$ cat config.mk
export PLATFORM = sky130hd
export DESIGN_NAME = dds_channel_reader_flat
export DESIGN_NICKNAME = d
export VERILOG_FILES = /design/src/rtl/dds_channel_reader_if.sv /design/src/rtl/dds_channel_reader.sv /design/src/flat_wrapper.sv
export SDC_FILE = /design/constraint.sdc
export NUM_CORES = 1
export LEC_CHECK = 0
export BUFFER_PORTS_ARGS = -buffer_cell sky130_fd_sc_hd__buf_2
export CORE_UTILIZATION = 58
export CTS_CLUSTER_SIZE = 14
export DETAILED_ROUTE_END_ITERATION = 6
export PLACE_DENSITY = 0.83
export SYNTH_ARGS = -nofsm -noshare
export SYNTH_HDL_FRONTEND = slang
export SYNTH_SLANG_ARGS = --single-unit
export TNS_END_PERCENT = 5
$ cat constraint.sdc
create_clock -name sys_clk_i -period 6.2 [get_ports sys_clk_i]
set_input_delay 0 -clock sys_clk_i [delete_from_list [all_inputs] [get_ports sys_clk_i]]
set_output_delay 0 -clock sys_clk_i [all_outputs]
set_load 0.05 [all_outputs]
$ cat src/rtl/dds_channel_reader_if.sv
// Sample-memory read bus between a DDS channel reader and its waveform table.
// The reader owns the master modport; the memory side owns the slave modport.
interface dds_channel_reader_if #(
  parameter int ADDR_W = 10
);
  logic              mem_rd_o;
  logic [ADDR_W-1:0] mem_addr_o;
  logic [11:0]       mem_data_i;

  modport master (
    output mem_rd_o,
    output mem_addr_o,
    input  mem_data_i
  );

  modport slave (
    input  mem_rd_o,
    input  mem_addr_o,
    output mem_data_i
  );
endinterface

$ cat src/rtl/dds_channel_reader.sv
// DDS channel engine: each accepted strobe advances the phase accumulator,
// reads one table sample and registers it onto the DAC bus.
//   state | meaning
//   IDLE  | waiting for a sample strobe
//   FETCH | memory read strobe asserted for one cycle
//   WAIT  | counting down the memory read latency
module dds_channel_reader #(
  parameter int          ADDR_W    = 10,
  parameter int          MEM_LAT   = 1,
  parameter logic [11:0] IDLE_CODE = 12'h800
) (
  input  logic                 sys_clk_i,
  input  logic                 sys_rst_i,
  input  logic                 dds_en_i,
  input  logic                 dds_tick_i,
  input  logic [31:0]          dds_ftw_i,
  input  logic [31:0]          dds_pofs_i,
  input  logic                 dds_ovr_clr_i,
  dds_channel_reader_if.master mem_if,
  output logic [11:0]          dds_ch_o,
  output logic                 dds_upd_o,
  output logic                 dds_ovr_o
);

  typedef enum logic [1:0] {S_IDLE, S_FETCH, S_WAIT} state_t;

  state_t            r_state, w_state_nx;
  logic [31:0]       r_acc, w_acc_nx, w_acc_base;
  logic [1:0]        r_cnt, w_cnt_nx;
  logic              r_en_q;
  logic              r_mem_rd, w_mem_rd_nx;
  logic [ADDR_W-1:0] r_mem_addr, w_mem_addr_nx;
  logic [11:0]       r_ch, w_ch_nx;
  logic              r_upd, w_upd_nx;
  logic              r_ovr, w_ovr_nx;
  logic              w_en_rise;

  assign w_en_rise  = dds_en_i & ~r_en_q;
  // A tick in the enable cycle must already see the restarted accumulator.
  assign w_acc_base = w_en_rise ? 32'd0 : r_acc;

  always_ff @(posedge sys_clk_i) begin
    if (sys_rst_i) begin
      r_state    <= S_IDLE;
      r_acc      <= '0;
      r_cnt      <= '0;
      r_en_q     <= 1'b0;
      r_mem_rd   <= 1'b0;
      r_mem_addr <= '0;
      r_ch       <= IDLE_CODE;
      r_upd      <= 1'b0;
      r_ovr      <= 1'b0;
    end else begin
      r_state    <= w_state_nx;
      r_acc      <= w_acc_nx;
      r_cnt      <= w_cnt_nx;
      r_en_q     <= dds_en_i;
      r_mem_rd   <= w_mem_rd_nx;
      r_mem_addr <= w_mem_addr_nx;
      r_ch       <= w_ch_nx;
      r_upd      <= w_upd_nx;
      r_ovr      <= w_ovr_nx;
    end
  end

  always_comb begin
    w_state_nx    = r_state;
    w_acc_nx      = w_acc_base;
    w_cnt_nx      = r_cnt;
    w_mem_rd_nx   = 1'b0;
    w_mem_addr_nx = r_mem_addr;
    w_ch_nx       = r_ch;
    w_upd_nx      = 1'b0;
    w_ovr_nx      = r_ovr;

    if (!dds_en_i) begin
      w_state_nx = S_IDLE;
      w_ch_nx    = IDLE_CODE;
    end else begin
      case (r_state)
        S_IDLE: begin
          if (dds_tick_i) begin
            w_mem_addr_nx = ADDR_W'((w_acc_base + dds_pofs_i) >> (32 - ADDR_W));
            w_mem_rd_nx   = 1'b1;
            w_acc_nx      = w_acc_base + dds_ftw_i;
            w_state_nx    = S_FETCH;
          end
        end
        S_FETCH: begin
          w_cnt_nx   = 2'(MEM_LAT - 1);
          w_state_nx = S_WAIT;
        end
        S_WAIT: begin
          if (r_cnt == 2'd0) begin
            w_ch_nx    = mem_if.mem_data_i;
            w_upd_nx   = 1'b1;
            w_state_nx = S_IDLE;
          end else begin
            w_cnt_nx = r_cnt - 2'd1;
          end
        end
        default: w_state_nx = S_IDLE;
      endcase
    end

    // A new overrun wins over a clear in the same cycle.
    if (dds_en_i && dds_tick_i && (r_state != S_IDLE))
      w_ovr_nx = 1'b1;
    else if (dds_ovr_clr_i)
      w_ovr_nx = 1'b0;
  end

  assign mem_if.mem_rd_o   = r_mem_rd;
  assign mem_if.mem_addr_o = r_mem_addr;
  assign dds_ch_o          = r_ch;
  assign dds_upd_o         = r_upd;
  assign dds_ovr_o         = r_ovr;

endmodule

$ cat src/flat_wrapper.sv
// flat-port wrapper written by rule: the top's interface ports become plain ports
module dds_channel_reader_flat 
#(
  parameter int          ADDR_W    = 10,
  parameter int          MEM_LAT   = 1,
  parameter logic [11:0] IDLE_CODE = 12'h800
)
  (sys_clk_i, sys_rst_i, dds_en_i, dds_tick_i, dds_ftw_i, dds_pofs_i, dds_ovr_clr_i, dds_ch_o, dds_upd_o, dds_ovr_o, mem_if_mem_rd_o, mem_if_mem_addr_o, mem_if_mem_data_i);
  dds_channel_reader_if #(.ADDR_W(ADDR_W)) mem_if_i ();
  input  logic sys_clk_i;
  input  logic sys_rst_i;
  input  logic dds_en_i;
  input  logic dds_tick_i;
  input  logic [31:0] dds_ftw_i;
  input  logic [31:0] dds_pofs_i;
  input  logic dds_ovr_clr_i;
  output logic [11:0] dds_ch_o;
  output logic dds_upd_o;
  output logic dds_ovr_o;
  output wire logic [$bits(mem_if_i.mem_rd_o)-1:0] mem_if_mem_rd_o;
  output wire logic [$bits(mem_if_i.mem_addr_o)-1:0] mem_if_mem_addr_o;
  input wire logic [$bits(mem_if_i.mem_data_i)-1:0] mem_if_mem_data_i;
  assign mem_if_mem_rd_o = mem_if_i.mem_rd_o;
  assign mem_if_mem_addr_o = mem_if_i.mem_addr_o;
  assign mem_if_i.mem_data_i = mem_if_mem_data_i;
  dds_channel_reader #(.ADDR_W(ADDR_W), .MEM_LAT(MEM_LAT), .IDLE_CODE(IDLE_CODE)) u_core (.sys_clk_i(sys_clk_i), .sys_rst_i(sys_rst_i), .dds_en_i(dds_en_i), .dds_tick_i(dds_tick_i), .dds_ftw_i(dds_ftw_i), .dds_pofs_i(dds_pofs_i), .dds_ovr_clr_i(dds_ovr_clr_i), .mem_if(mem_if_i), .dds_ch_o(dds_ch_o), .dds_upd_o(dds_upd_o), .dds_ovr_o(dds_ovr_o));
endmodule
==> flow_metrics.py <==
metrics = {
    "floorplanning": {
        "fp.dieW_microns": 104,
        "floorplan.io_pins": 106,
        "floorplan.die_area_sq_um": 10800,
        "core_area_sq_um": 9910,
        "die_h_microns": 104,
        "placementRows": 36,
        "initial_core_util_pct": 60.8,
    },
    "cts": {
        "clkSlewWorstSetupHoldPaths_ns": 0.08,
        "cts_post_setup_buffers_inserted": 0,
        "tritoncts": "done",
        "cts-resized-gates": 0,
        "max_buffers_root_to_sink": 2,
        "post_cts_hold_buffer_count": 14,
        "cts_made_buffers": 9,
        "cts.sink_count": 62,
        "ctsHtreeMaxLevel": 3,
        "clkLatencyLatePin_ns": 0.36,
        "cts_root_buffer": "clkbuf_8",
    },
    "synthesis": {
        "async_sr_flop_fraction_pct": 0,
        "synth.cell_area_sq_um": 6030,
        "synthFlopType": "dfxtp_1",
        "synth-seq-cells": 62,
        "synth_simple_gate_area_share_pct": 24.5,
        "synth.net_count": 969,
        "synth_enable_flop_cells": 0,
        "synthesis.yosys.warnings": 0,
        "netlist.area_leader.share_pct": 20.6,
        "post_synth_xor_area_fraction_pct": 9.73,
        "syn_avg_cell_area_sq_um": 7.02,
        "synth.largest_area_cell": "dfxtp_1",
        "library_cells_used_by_synthesis": 76,
        "synth-compound-area-share_pct": 30.4,
        "synth_top_family_by_area": "compound AO/OA/AOI/OAI gates",
        "synthCells": 859,
        "seq_area_frac_synth_pct": 20.6,
        "synth_fa_ha_area_share_pct": 7.37,
        "multiplexer_fraction_of_the_synthesized_cell_area_pct": 0.830,
        "ys_top_cells_by_area": "dfxtp_1 (21%), nand2_1 (7.7%), a21oi_1 (7.0%)",
    },
    "sta": {
        "timing_max_transition_violations_final": 0,
        "layout_min_cycle_time_ns": 3.86,
        "final_hold_viol_count": 0,
        "final.period_utilization_pct": 62.2,
        "final.setup.tns_ns": 0,
        "final-setup-viol-count": 0,
        "worst_slew_margin_rel_pct": 46.8,
        "clock.fmax_mhz": 259,
        "fin_worst_skew_ns": 0.0113,
        "transition_at_the_pin_with_the_smallest_max_transition_slack_ns": 0.778,
        "grt_setup_unrepaired": "no",
    },
    "setup_path": {
        "timing.critical_path.required_ns": 6.49,
        "r2r_end": "u_core.r_acc[28]$_SDFF_PP0_",
        "reg2reg_slack_ns": 2.34,
        "cp_data_arrival_time_ns": 4.14,
        "critical_path_end": "u_core.r_acc[28]$_SDFF_PP0_",
        "worst-path-max-fanout": 44,
        "worstReg2RegStart": "u_core.r_en_q$_SDFF_PP0_",
        "critPathLaunch": "u_core.r_en_q$_SDFF_PP0_",
        "setup.worst_path.class": "register to register",
        "reg2regPathDepth": 14,
        "setup.worst_path.end_class": "register",
        "startpoint_type": "register",
    },
    "drt": {
        "highest_layer": "met4",
        "wirelength_microns": 16000,
        "first_iter_violations": 437,
        "wl_per_cell_microns": 15.1,
        "detailroute.wirelength.met2_microns": 7510,
        "wl_met1_microns": 7120,
        "routed_via_count": 6391,
        "drc": 0,
        "met3_length_microns": 1090,
        "post_drt_via_cell_ratio": 6.03,
        "drt-pass1-iter-count": 5,
        "ant_nets": 0,
    },
    "place": {
        "port_buffers": 105,
        "detailed_place.area_sq_um": 6470,
        "dp_hpwl_microns": 11200,
        "routabilityCongestion": 0.989,
    },
    "power": {
        "power.share.combinational_pct": 29.0,
        "report.power.total_uw": 1100,
        "irDropWorstVdd_v": 0.000149,
        "p_leak_uw": 0.00282,
        "seq_power_share_pct": 39.9,
        "cellInternalPower_uw": 691,
        "power_per_cell_area_nw_per_um2": 162,
        "power.share.clock_pct": 31.1,
        "sw_frac_of_total_pct": 37.2,
        "net-switching-power_uw": 410,
    },
    "global_routing": {
        "grt_first_pass_wirelength_microns": 26500,
        "via_count_of_the_first_global_routing_pass": 5702,
        "grt_start_max_net_pins": 56,
        "globalRouteOverflowTotal": 0,
        "global_route.usage.total_pct": 29.4,
        "antenna_found_initial": 0,
    },
    "final_layout": {
        "most_common_library_cell_in_the_layout_ignoring_fill_and_taps": "nand2_1",
        "layout.filler_cells": 899,
        "diodes": 0,
        "multi_input_area_sq_um": 4390,
        "post-route-cell-area_sq_um": 6790,
        "post_route_cells_drive_above_1_share_pct": 15.5,
        "mostFrequentLayoutCells": "nand2_1 (124), buf_2 (105), a21oi_1 (84), dfxtp_1 (62), nor2_1 (61)",
        "seqCellArea_sq_um": 1240,
        "nNetsFinal": 1032,
        "syn_to_final_growth_pct": 12.7,
    },
    "run": {
        "max_cap_viol_count": 0,
    },
    "min_path": {
        "worst_hold_check_path_type": "input pin to register",
    },
    "outcome": {
        "outcome": "complete, no violations",
    },
}
==> cell usage after synthesis, drive strengths merged, types with 3 or more instances <==
master	number
o21ai	53
or2	6
a22oi	4
o21bai	6
nand3b	3
nand2	124
inv	29
buf	22
clkbuf	50
nand3	18
nor2b	6
nor4b	3
maj3	8
nor3b	3
a41oi	3
o31ai	7
a21o	17
o221ai	3
ha	29
mux2i	5
nand2b	12
nor4bb	6
nand4b	6
a32o	5
a211oi	8
xnor2	40
a31oi	39
dfxtp	62
nor3	21
a31o	3
o21a	3
a21oi	86
o211ai	12
and2	18
a32oi	4
nor2	61
nand4	6
xor2	27
o22ai	6
==> cell type report <==
cell class | count | area share [%]
Sequential cell | 62 | 18.3
Timing Repair Buffer | 124 | 10.4
Clock inverter | 7 | 0.810
Clock buffer | 9 | 1.82
Inverter | 29 | 1.60
Multi-Input combinational cell | 696 | 64.7
Tap cell | 133 | 2.45
==> flip-flops by register name (all words and copies together), names as in the netlist <==
name	cells
u_core.r_acc	32
u_core.mem_if.mem_addr_o	10
u_core.r_cnt	2
u_core.dds_ovr_o	1
u_core.mem_if.mem_rd_o	1
u_core.r_state	2
u_core.dds_ch_o	12
u_core.r_en_q	1
u_core.dds_upd_o	1
==> logic make-up after synthesis <==
kind of cell    after synthesis
compound gates              283
xor+xnor                     67
fa+ha+maj                    37
buf+inv                     101
flops                        62
mux                           5
simple gates                304
==> how the worst min path moves through the flow <==
stage,from,end,cells past startpoint
2_1_floorplan,mem_if_mem_data_i[11],u_core.dds_ch_o[11]$_SDFFE_PP1P_,2
3_5_place_dp,mem_if_mem_data_i[11],u_core.dds_ch_o[11]$_SDFFE_PP1P_,3
3_3_place_gp,mem_if_mem_data_i[11],u_core.dds_ch_o[11]$_SDFFE_PP1P_,3
5_1_grt,dds_ftw_i[0],u_core.r_acc[0]$_SDFF_PP0_,4
6_report,dds_ftw_i[0],u_core.r_acc[0]$_SDFF_PP0_,4
4_1_cts,dds_tick_i,u_core.dds_ovr_o$_SDFFE_PP0P_,4
==> power groups by stage <==
stage               Clock, uW  Combinational, uW  Sequential [uW]
finish                    343                319              440
global route              363                353              443
CTS                       346                316              439
detailed placement          0                308              448
global placement            0                304              448
floorplan                   0                227              450
==> critical path, cell delays in order, from the launching register on <==
cell and delay (ns):
dfxtp_1 0.33, nand2b_2 0.61, and2_1 0.25, ha_1 0.18, ha_1 0.15, a31oi_1 0.07
a211oi_1 0.28, a211oi_1 0.11, o32a_1 0.40, o31ai_1 0.46, a21oi_1 0.18, o311ai_1 0.34
xor2_1 0.17, nand2_1 0.07, a21oi_1 0.17
==> metal layers <==
metal | vias to the layer above | global-route usage (%)
li1 | 3215 | -
met1 | 2905 | 38.5
met2 | 242 | 49.8
met3 | 29 | 4.57
met4 | 0 | 8.78
met5 | - | 0
==> per-stage QoR <==
| step | utilization (%) | worst slack [ns] | cells | hold slack (ns) |
|---|---|---|---|---|
| 2_1_floorplan | - | 1.83 | 859 | 0.122 |
| 6_report | 68.5 | 2.34 | 1060 | 0.0475 |
| 3_5_place_dp | 65.3 | 2.39 | 1030 | 0.227 |
| 4_1_cts | 68.5 | 2.37 | 1060 | 0.0340 |
| 5_1_grt | 68.5 | 2.01 | 1060 | 0.0714 |
| 3_3_place_gp | 65.3 | 2.47 | 1030 | 0.225 |
(Power assumes the default switching activity.)
